### src/rtl/fifo_centre_pkg.sv
// Shared definitions for the FIFO centre read/write controllers.
package fifo_centre_pkg;

    localparam int unsigned NUM_STREAMS = 8;
    localparam int unsigned AT_INDEX    = 8;

    localparam logic [7:0] DEFAULT_TAG_BASE = 8'hF0;

    typedef enum logic [2:0] {
        IDLE,
        TAG,
        READ,
        CAPTURE,
        SEND,
        DONE
    } sched_state_e;

endpackage

### src/rtl/ds_read_scheduler_if.sv
// FIFO-centre and transmitter-side signals of the datastream read scheduler.
interface ds_read_scheduler_if;
    import fifo_centre_pkg::*;

    logic                     enable;
    logic [NUM_STREAMS-1:0]   stream_mask;
    logic [AT_INDEX:0]        empty_flag;
    logic [8*NUM_STREAMS-1:0] ds_data;
    logic [AT_INDEX:0]        read_enable;
    logic [7:0]               tx_data;
    logic                     tx_valid;
    logic                     tx_ready;
    logic                     busy;
    logic [2:0]               current_stream;

    modport master (
        input  enable, stream_mask, empty_flag, ds_data, tx_ready,
        output read_enable, tx_data, tx_valid, busy, current_stream
    );

    modport slave (
        output enable, stream_mask, empty_flag, ds_data, tx_ready,
        input  read_enable, tx_data, tx_valid, busy, current_stream
    );

endinterface

### src/rtl/rr_priority_pick.sv
// Combinational round-robin picker: first request strictly after ptr, wrapping.
module rr_priority_pick
    import fifo_centre_pkg::*;
(
    input  logic [NUM_STREAMS-1:0] req,
    input  logic [2:0]             ptr,
    output logic [2:0]             grant,
    output logic                   found
);

    always_comb begin
        grant = '0;
        found = 1'b0;
        // k = NUM_STREAMS wraps back to ptr itself, so it is searched last.
        for (int unsigned k = 1; k <= NUM_STREAMS; k++) begin
            if (!found && req[ptr + 3'(k)]) begin
                grant = ptr + 3'(k);
                found = 1'b1;
            end
        end
    end

endmodule

### src/rtl/ds_read_scheduler.sv
// Drains DS0-DS7 round-robin into one tagged byte stream for the UART transmitter.
module ds_read_scheduler
    import fifo_centre_pkg::*;
#(
    parameter int unsigned BYTES_PER_GRANT = 2,
    parameter logic [7:0]  TAG_BASE        = DEFAULT_TAG_BASE
) (
    input  logic          clock,
    input  logic          reset,
    ds_read_scheduler_if.master bus
);

    sched_state_e      state_q, state_d;
    logic [2:0]        ptr_q, ptr_d;
    logic [2:0]        id_q, id_d;
    logic [7:0]        cnt_q, cnt_d;
    logic [7:0]        tx_data_q, tx_data_d;
    logic [AT_INDEX:0] rd_en;
    logic              tx_valid;

    logic [NUM_STREAMS-1:0] cand;
    logic [2:0]             pick_grant;
    logic                   pick_found;

    assign cand = bus.stream_mask & ~bus.empty_flag[NUM_STREAMS-1:0];

    rr_priority_pick u_pick (
        .req   (cand),
        .ptr   (ptr_q),
        .grant (pick_grant),
        .found (pick_found)
    );

    always_comb begin
        state_d   = state_q;
        ptr_d     = ptr_q;
        id_d      = id_q;
        cnt_d     = cnt_q;
        tx_data_d = tx_data_q;
        rd_en     = '0;
        tx_valid  = 1'b0;
        case (state_q)
            IDLE: begin
                if (bus.enable && pick_found) begin
                    id_d      = pick_grant;
                    tx_data_d = TAG_BASE | {5'b0, pick_grant};
                    state_d   = TAG;
                end
            end
            TAG: begin
                tx_valid = 1'b1;
                if (bus.tx_ready) state_d = READ;
            end
            READ: begin
                rd_en[id_q] = 1'b1;
                state_d     = CAPTURE;
            end
            CAPTURE: begin
                tx_data_d = bus.ds_data[8*id_q +: 8];
                state_d   = SEND;
            end
            SEND: begin
                tx_valid = 1'b1;
                if (bus.tx_ready) begin
                    cnt_d = cnt_q + 8'd1;
                    // Empty flag has had two cycles to settle since the last strobe.
                    if ((cnt_q + 8'd1 == 8'(BYTES_PER_GRANT)) || bus.empty_flag[id_q])
                        state_d = DONE;
                    else
                        state_d = READ;
                end
            end
            DONE: begin
                ptr_d   = id_q;
                cnt_d   = '0;
                state_d = IDLE;
            end
            default: state_d = IDLE;
        endcase
    end

    always_ff @(posedge clock) begin
        if (reset) begin
            state_q   <= IDLE;
            ptr_q     <= 3'd7;
            id_q      <= '0;
            cnt_q     <= '0;
            tx_data_q <= '0;
        end else begin
            state_q   <= state_d;
            ptr_q     <= ptr_d;
            id_q      <= id_d;
            cnt_q     <= cnt_d;
            tx_data_q <= tx_data_d;
        end
    end

    assign bus.read_enable    = rd_en;
    assign bus.tx_data        = tx_data_q;
    assign bus.tx_valid       = tx_valid;
    assign bus.busy           = (state_q != IDLE);
    assign bus.current_stream = id_q;

endmodule
### src/flat_wrapper.sv
// flat-port wrapper written by rule: the top's interface ports become plain ports
module ds_read_scheduler_flat import fifo_centre_pkg::*;
#(
    parameter int unsigned BYTES_PER_GRANT = 2,
    parameter logic [7:0]  TAG_BASE        = DEFAULT_TAG_BASE
)
  (clock, reset, bus_enable, bus_stream_mask, bus_empty_flag, bus_ds_data, bus_tx_ready, bus_read_enable, bus_tx_data, bus_tx_valid, bus_busy, bus_current_stream);
  ds_read_scheduler_if bus_i ();
  input  logic clock;
  input  logic reset;
  input wire logic [$bits(bus_i.enable)-1:0] bus_enable;
  input wire logic [$bits(bus_i.stream_mask)-1:0] bus_stream_mask;
  input wire logic [$bits(bus_i.empty_flag)-1:0] bus_empty_flag;
  input wire logic [$bits(bus_i.ds_data)-1:0] bus_ds_data;
  input wire logic [$bits(bus_i.tx_ready)-1:0] bus_tx_ready;
  output wire logic [$bits(bus_i.read_enable)-1:0] bus_read_enable;
  output wire logic [$bits(bus_i.tx_data)-1:0] bus_tx_data;
  output wire logic [$bits(bus_i.tx_valid)-1:0] bus_tx_valid;
  output wire logic [$bits(bus_i.busy)-1:0] bus_busy;
  output wire logic [$bits(bus_i.current_stream)-1:0] bus_current_stream;
  assign bus_i.enable = bus_enable;
  assign bus_i.stream_mask = bus_stream_mask;
  assign bus_i.empty_flag = bus_empty_flag;
  assign bus_i.ds_data = bus_ds_data;
  assign bus_i.tx_ready = bus_tx_ready;
  assign bus_read_enable = bus_i.read_enable;
  assign bus_tx_data = bus_i.tx_data;
  assign bus_tx_valid = bus_i.tx_valid;
  assign bus_busy = bus_i.busy;
  assign bus_current_stream = bus_i.current_stream;
  ds_read_scheduler #(.BYTES_PER_GRANT(BYTES_PER_GRANT), .TAG_BASE(TAG_BASE)) u_core (.clock(clock), .reset(reset), .bus(bus_i));
endmodule
### config.mk
export PLATFORM = sky130hd
export DESIGN_NAME = ds_read_scheduler_flat
export DESIGN_NICKNAME = d
export VERILOG_FILES = /design/src/rtl/fifo_centre_pkg.sv /design/src/rtl/ds_read_scheduler_if.sv /design/src/rtl/rr_priority_pick.sv /design/src/rtl/ds_read_scheduler.sv /design/src/flat_wrapper.sv
export SDC_FILE = /design/constraint.sdc
export NUM_CORES = 1
export LEC_CHECK = 0
export ABC_AREA = 0
export CORE_UTILIZATION = 50
export CTS_BUF_LIST = sky130_fd_sc_hd__clkbuf_8
export CTS_CLUSTER_DIAMETER = 50
export CTS_CLUSTER_SIZE = 30
export DETAILED_ROUTE_END_ITERATION = 6
export DONT_BUFFER_PORTS = 1
export HOLD_SLACK_MARGIN = 0.1
export PLACE_DENSITY = 0.65
export SYNTH_ARGS = -nofsm -noshare
export SYNTH_HDL_FRONTEND = slang
export SYNTH_SLANG_ARGS = --single-unit
### constraint.sdc
create_clock -name clock -period 4.3 [get_ports clock]
set_input_delay 1.075 -clock clock [delete_from_list [all_inputs] [get_ports clock]]
set_output_delay 1.075 -clock clock [all_outputs]
set_load 0.02 [all_outputs]
Word level (Yosys, flattened, before mapping)
Cells that the tools add are included.
{ "word_totals": {"out_inout_bits": 22, "regBits": 25, "ram_bits": 0, "mem_bits_ro": 0, "latch_bits": 0, "n_memories": 0, "elab_cells": 108, "input_bits": 85} }
{ "classes": {"n_mux": 47, "shift": 1, "n_reduce_logical": 26, "n_div": 0, "mul": 0, "n_eq_ne": 9, "n_lt_le_gt_ge": 10, "addsub": 8, "bitwise_logic": 2} }
{ "ops": {"columns": ["cell", "n"], "rows": [
  ["indexed part select 64 x 7 -> 8 bit", 1],
  ["two-way mux 3 bit", 12],
  ["< comparator 3 x 4 -> 1 bit, second input constant", 8],
  ["case mux 8 bit (2 select lines)", 2],
  ["binary-select mux 1 bit (select 3 bit)", 9],
  ["two-way mux 8 bit", 3],
  ["two-way mux 1 bit", 19],
  ["case mux 3 bit (5 select lines)", 1],
  ["adder 3 bit, second input constant", 4],
  ["logical AND 1 bit", 9],
  ["adder 8 x 1 -> 8 bit, second input constant", 1],
  ["AND 8 bit", 1],
  ["== test 8 x 2 -> 1 bit, second input constant", 1],
  ["inverter 8 bit", 1],
  ["logical NOT 1 bit", 7],
  ["adder 3 x 2 -> 3 bit, second input constant", 2],
  ["== test 3 x 2 -> 1 bit, second input constant", 2],
  ["== test 3 bit, second input constant", 2],
  ["AND reduction 2 bit", 3],
  ["< comparator 3 x 5 -> 1 bit, second input constant", 1],
  ["!= test 2 bit, second input constant", 2],
  ["nonzero test 2 bit", 2],
  ["adder 3 x 1 -> 3 bit, second input constant", 1],
  ["demux 1 bit (select 3 bit)", 1],
  ["8 further kinds", 8]
]} }

Longest topological paths before layout
{ "logic_depth": {"word_depth": 29, "depth_mapped": 12, "depth_no_buf": 9} }

Cells and area by module
A second synthesis with hierarchy kept.
{ "hier_totals": {"hier_cells": 324, "area_unflattened_um2": 2715.1} }
{ "by_module_without_submodules": {"columns": ["mod", "instances", "area_each_um2", "cells_per_inst", "seq_area_each_um2"], "rows": [
  ["ds_read_scheduler", 1, 1929.4, 231, 500.5],
  ["rr_priority_pick", 1, 785.8, 93, 0.0]
]} }

Worst setup path after synthesis
No wires, ideal clock.
{ "synth_timing": {"path_kind": "register to register", "from": "register u_core.ptr_q[1]", "to": "register u_core.tx_data_q[2], in the netlist u_core.bus.tx_data[2]", "arrival_ps": 3087, "stages_incl_launch_ff": 12, "synth_period_minus_slack_ps": 3166, "slack_ps": 1134, "t_required_ps": 4221, "path_buffers": 3, "setup_time_ps": 79, "cell_sequence": "dfxtp_1 buf_2 inv_1 ha_1 clkbuf_1 mux4_2 mux2_2 or4_4 o211ai_2 buf_6 a41oi_1 o211ai_1"} }
{ "synth_via": {"elab_chain_cells": 28, "elab_cells_between_ends": 58, "classes_between": "add/sub (7); eq/ne (1); mux (34); reduce/logical (16)"} }
{ "synth_lines": {"columns": ["element", "line_no", "rtl"], "rows": [
  ["from (decl)", "ds_read_scheduler.sv:14", "logic [2:0] ptr_q, ptr_d;"],
  ["from (signal assigned)", "ds_read_scheduler.sv:91", "ptr_q <= ptr_d;"],
  ["adder 3 x 1 -> 3 bit", "rr_priority_pick.sv:16, rr_priority_pick.sv:17", null],
  ["binary-select mux 1 bit (select 3 bit)", "rr_priority_pick.sv:16", "if (!found && req[ptr + 3'(k)]) begin"],
  ["two-way mux 1 bit (implied by the code)", "rr_priority_pick.sv:16", null],
  ["two-way mux 1 bit", "rr_priority_pick.sv:16", null],
  ["logical NOT 1 bit", "rr_priority_pick.sv:16", null],
  ["logical AND 1 bit", "rr_priority_pick.sv:16", null],
  ["two-way mux 1 bit", "rr_priority_pick.sv:16", null],
  ["logical NOT 1 bit", "rr_priority_pick.sv:16", null],
  ["[12 not listed]", null, null],
  ["logical AND 1 bit", "rr_priority_pick.sv:16", null],
  ["two-way mux 1 bit", "rr_priority_pick.sv:16", null],
  ["logical NOT 1 bit", "rr_priority_pick.sv:16", null],
  ["logical AND 1 bit", "rr_priority_pick.sv:16", null],
  ["two-way mux 1 bit", "rr_priority_pick.sv:16", null],
  ["logical AND 1 bit", "ds_read_scheduler.sv:44", "if (bus.enable && pick_found) begin"],
  ["!= test 2 x 1 -> 1 bit (no source line)", null, null],
  ["AND reduction 2 bit (no source line)", null, null],
  ["to (signal assigned)", "ds_read_scheduler.sv:94", "tx_data_q <= tx_data_d;"],
  ["to (decl)", "ds_read_scheduler.sv:17", "logic [7:0] tx_data_q, tx_data_d;"]
]} }
Several ways; a longest one is shown, not always the timed one. The select of a mux whose other input is x is not followed.
A chain may end at the register's enable or synchronous reset.

Worst setup path after layout
Same ends and word-level chain as after synthesis.

==> results.md <==
- Status: complete, no violations
- Initial Util: 0.532
- Fmax: about 280 MHz
- Drt initial violations: between 150 and 200
- # fillers: around 470
- Post-CTS Resized: 0
- #FFs+latches synth: 25
- Die height: approximately 77 µm
- Crit path cell chain: inv_1, ha_1, mux4_2, mux2_2, or4_4, o211ai_2, a41oi_1, o211ai_1
- Critical path fanouts, max: 13
- Startpoint Class: register
- Layout cells sized above 1: 0.181
- Fin Clk Skew: between 0.01 and 0.015 ns
- Critical Path RT: 4.51 ns
- Dpl ws: 0.752 ns
- WP buf/inv: 1
- Yosys top cell by area: mux4_2
- Sequential share of power: 0.416
- Area Overhead vs Synth: 3.14%
- Cts bufs inserted: 3
- Post-Place Cells: roughly 360
- Gr ovfl total: 0
- DIE AREA: a little under 6000 µm²
- Final WL: roughly 7000 µm
- Num ports: 107
- Clk Latency, worst-skew pair: between 0.2 and 0.3 ns
- Final setup vio count: 0
- Post-DP HPWL: 5560 µm
- Post-CTS setup buffers: 0
- GRT Util Overall: 0.247
- Hold Crit Class: register to register
- Max H-tree Level: 1
- Clock group share of total power: 0.199
- CTS hold repair buffers: 0
- Nets@finish: between 300 and 400
- P_sw: 269 µW
- CTS tree: done
- Delay-heaviest family, CP: compound AO/OA/AOI/OAI gates
- Worst vdd ir: around 0.19 mV
- Slowest CP cell: dfxtp_1
- Syn Nets: a little under 400
- Final hold vios: 0
- Async SR Flop Fraction: 0
- Critical Path Sink Type: register
- Clk slew on worst S/H paths: about 0.1 ns
- Sequential-to-total area share from yosys stat: 0.180
- Crit Path Class: register to register
- Die width: 76.7 µm
- Post-synth EDFFs: 0
- Comb pwr share: 0.385
- Vias in the first global route: approximately 2300
- LEAKAGE: between 0.0009 and 0.001 µW
- Relative slew margins: 0.359
- Finished Layout Cells: approximately 370
- Crit path arrival time: 3.77 ns
- Unique masters post-synth: 55
- Setup Total Neg Slack: 0 ns
- N_diodes: 0
- Worst Tran Pin Value: between 0.9 and 1 ns
- Total number of vias: 2460
- Synthesized cell area: approximately 2800 µm²
- First-pass GRT wire length: about 12000 µm
- Pint: roughly 450 µW
- Ys flop type: dfxtp_1
- Critical Path Max Stage Delay: roughly 0.64 ns
- Pin count of the biggest net entering global routing: 22
- Num rows: 26
- # DRC: 0
- CTS Root Cell: clkbuf_8
- Switching Share: 0.372
- Max-slew violations: 0
- Final worst setup slack: approximately 0.74 ns
- Post-synth top area share: 0.242
- RePlAce Congestion: about 0.89
- Max-cap violations: 0
- Vias per cell: around 6.7
- CTS Buffer Depth: 2
- DR pass1 iterations: 4
- Sink Count: 25
- Pwr dens: 251 nW/µm²
- Final min period: between 3 and 4 ns
- Top area cells in the synthesized netlist: mux4_2, dfxtp_1, mux2i_1, nor2_1, nand2b_1
- Average wire per standard cell: ~19 µm
- Core area: ~5200 µm²
- Mapped Cells: between 300 and 400
- Syn avg cell area: about 9.1 µm²
- Initial antenna violation count: 0
- Period utilization: 0.829
- Antenna viol nets, final: 0
- RSZ-0062 raised after global routing: no
- Port-buffer cells: 0
- YS warnings: 0
-- through the flow --
| stage | power, µW | util | cell area [µm²] | hold slack [ns] |
|---|---|---|---|---|
| 2_1_floorplan | 540 | - | 2790 | 0.475 |
| 3_3_place_gp | 579 | 0.540 | 2830 | 0.493 |
| 3_5_place_dp | 583 | 0.540 | 2830 | 0.508 |
| 4_1_cts | 722 | 0.549 | 2870 | 0.522 |
| 5_1_grt | 765 | 0.549 | 2870 | 0.562 |
| 6_report | 722 | 0.549 | 2870 | 0.534 |
-- registers in the layout (all words and copies together) (netlist names) --
name / flops
u_core.ptr_q: 3
u_core.bus.current_stream: 3
u_core.bus.tx_data: 8
u_core.cnt_q: 8
u_core.state_q: 3
-- power by group through the flow --
stage	registers, µW	logic, µW	clock network [µW]
2_1_floorplan	286	254	0
3_3_place_gp	306	273	0
3_5_place_dp	306	277	0
6_report	300	278	143
4_1_cts	300	278	143
5_1_grt	304	304	157
-- cell usage in the layout (no fill, tap or decap), drive strengths merged, types with 5 or more instances in the layout --
cell	synthesis	final
nor2b	13	13
inv	8	9
a21oi	13	13
nor2	33	33
nand3	15	15
dfxtp	25	25
nand2b	14	14
a221oi	6	6
buf	10	8
mux2	6	6
mux2i	17	17
mux4	32	32
nand2	14	14
o21ai	14	14
nor3	8	8
and3	5	5
a31oi	7	7
-- worst reg2reg max path, cell delays in order (launching register included) --
cell and delay [ns]:
dfxtp_1 0.64, inv_1 0.20, ha_1 0.62, mux4_2 0.43, mux2_2 0.29, or4_4 0.55, o211ai_2 0.45, a41oi_1 0.21
o211ai_1 0.13
-- synthesized netlist by cell type, types with 2 or more instances --
| library cell | n |
|---|---|
| nand2_1 | 14 |
| dfxtp_1 | 25 |
| or3_1 | 4 |
| nor2b_1 | 13 |
| nand2b_1 | 14 |
| nor2_1 | 33 |
| nand4_1 | 2 |
| a21o_1 | 2 |
| o31ai_1 | 3 |
| mux2_2 | 6 |
| mux2i_1 | 17 |
| ha_1 | 4 |
| xnor2_1 | 2 |
| buf_6 | 2 |
| buf_2 | 3 |
| mux4_1 | 2 |
| o21a_1 | 3 |
| a221oi_1 | 6 |
| o211ai_1 | 3 |
| inv_1 | 7 |
| mux4_2 | 30 |
| and2_1 | 2 |
| nor3_1 | 8 |
| a21oi_1 | 13 |
| nand3_1 | 15 |
| a41oi_1 | 2 |
| buf_4 | 2 |
| o21ai_1 | 2 |
| clkbuf_1 | 11 |
| o22ai_1 | 4 |
| o21ai_0 | 12 |
| buf_1 | 3 |
| or2_2 | 2 |
| nor4_1 | 2 |
| and3_1 | 5 |
| nand4b_1 | 4 |
| a31oi_1 | 7 |
-- cells by family after synthesis --
group | synth area share
multiplexers | 0.347
adder cells (fa/ha/maj) | 0.0180
AO/OA/AOI/OAI | 0.154
other | 0.00135
buffers and inverters | 0.0485
AND/OR/NAND/NOR | 0.236
XOR/XNOR | 0.0153
flip-flops | 0.180
-- final timing paths --
| check | from | end | slack [ns] | cells past startpoint |
|---|---|---|---|---|
| setup / recovery | u_core.ptr_q[1] | u_core.bus.tx_data[2] | 0.74 | 8 |
| hold / removal | u_core.cnt_q[2] | u_core.cnt_q[2] | 0.53 | 2 |
| hold reg to reg | u_core.cnt_q[2] | u_core.cnt_q[2] | 0.53 | 2 |
| setup reg to reg | u_core.ptr_q[1] | u_core.bus.tx_data[2] | 0.74 | 8 |
-- cell type report --
| cell class | instances | area (µm²) | area share |
|---|---|---|---|
| Clock inverter | 1 | 3.75 | 0.00131 |
| Timing Repair Buffer | 8 | 60.1 | 0.0209 |
| Tap cell | 70 | 87.6 | 0.0305 |
| Clock buffer | 3 | 41.3 | 0.0144 |
| Multi-Input combinational cell | 253 | 2150 | 0.748 |
| Sequential cell | 25 | 500 | 0.174 |
| Inverter | 8 | 30.0 | 0.0104 |
-- metal layers --
layer	routed length (µm)	global-route usage
met1	3010	0.331
met2	3520	0.422
met3	417	0.0381
met4	81	0.0500
met5	0	0
Power figures use the tool's default switching activity.
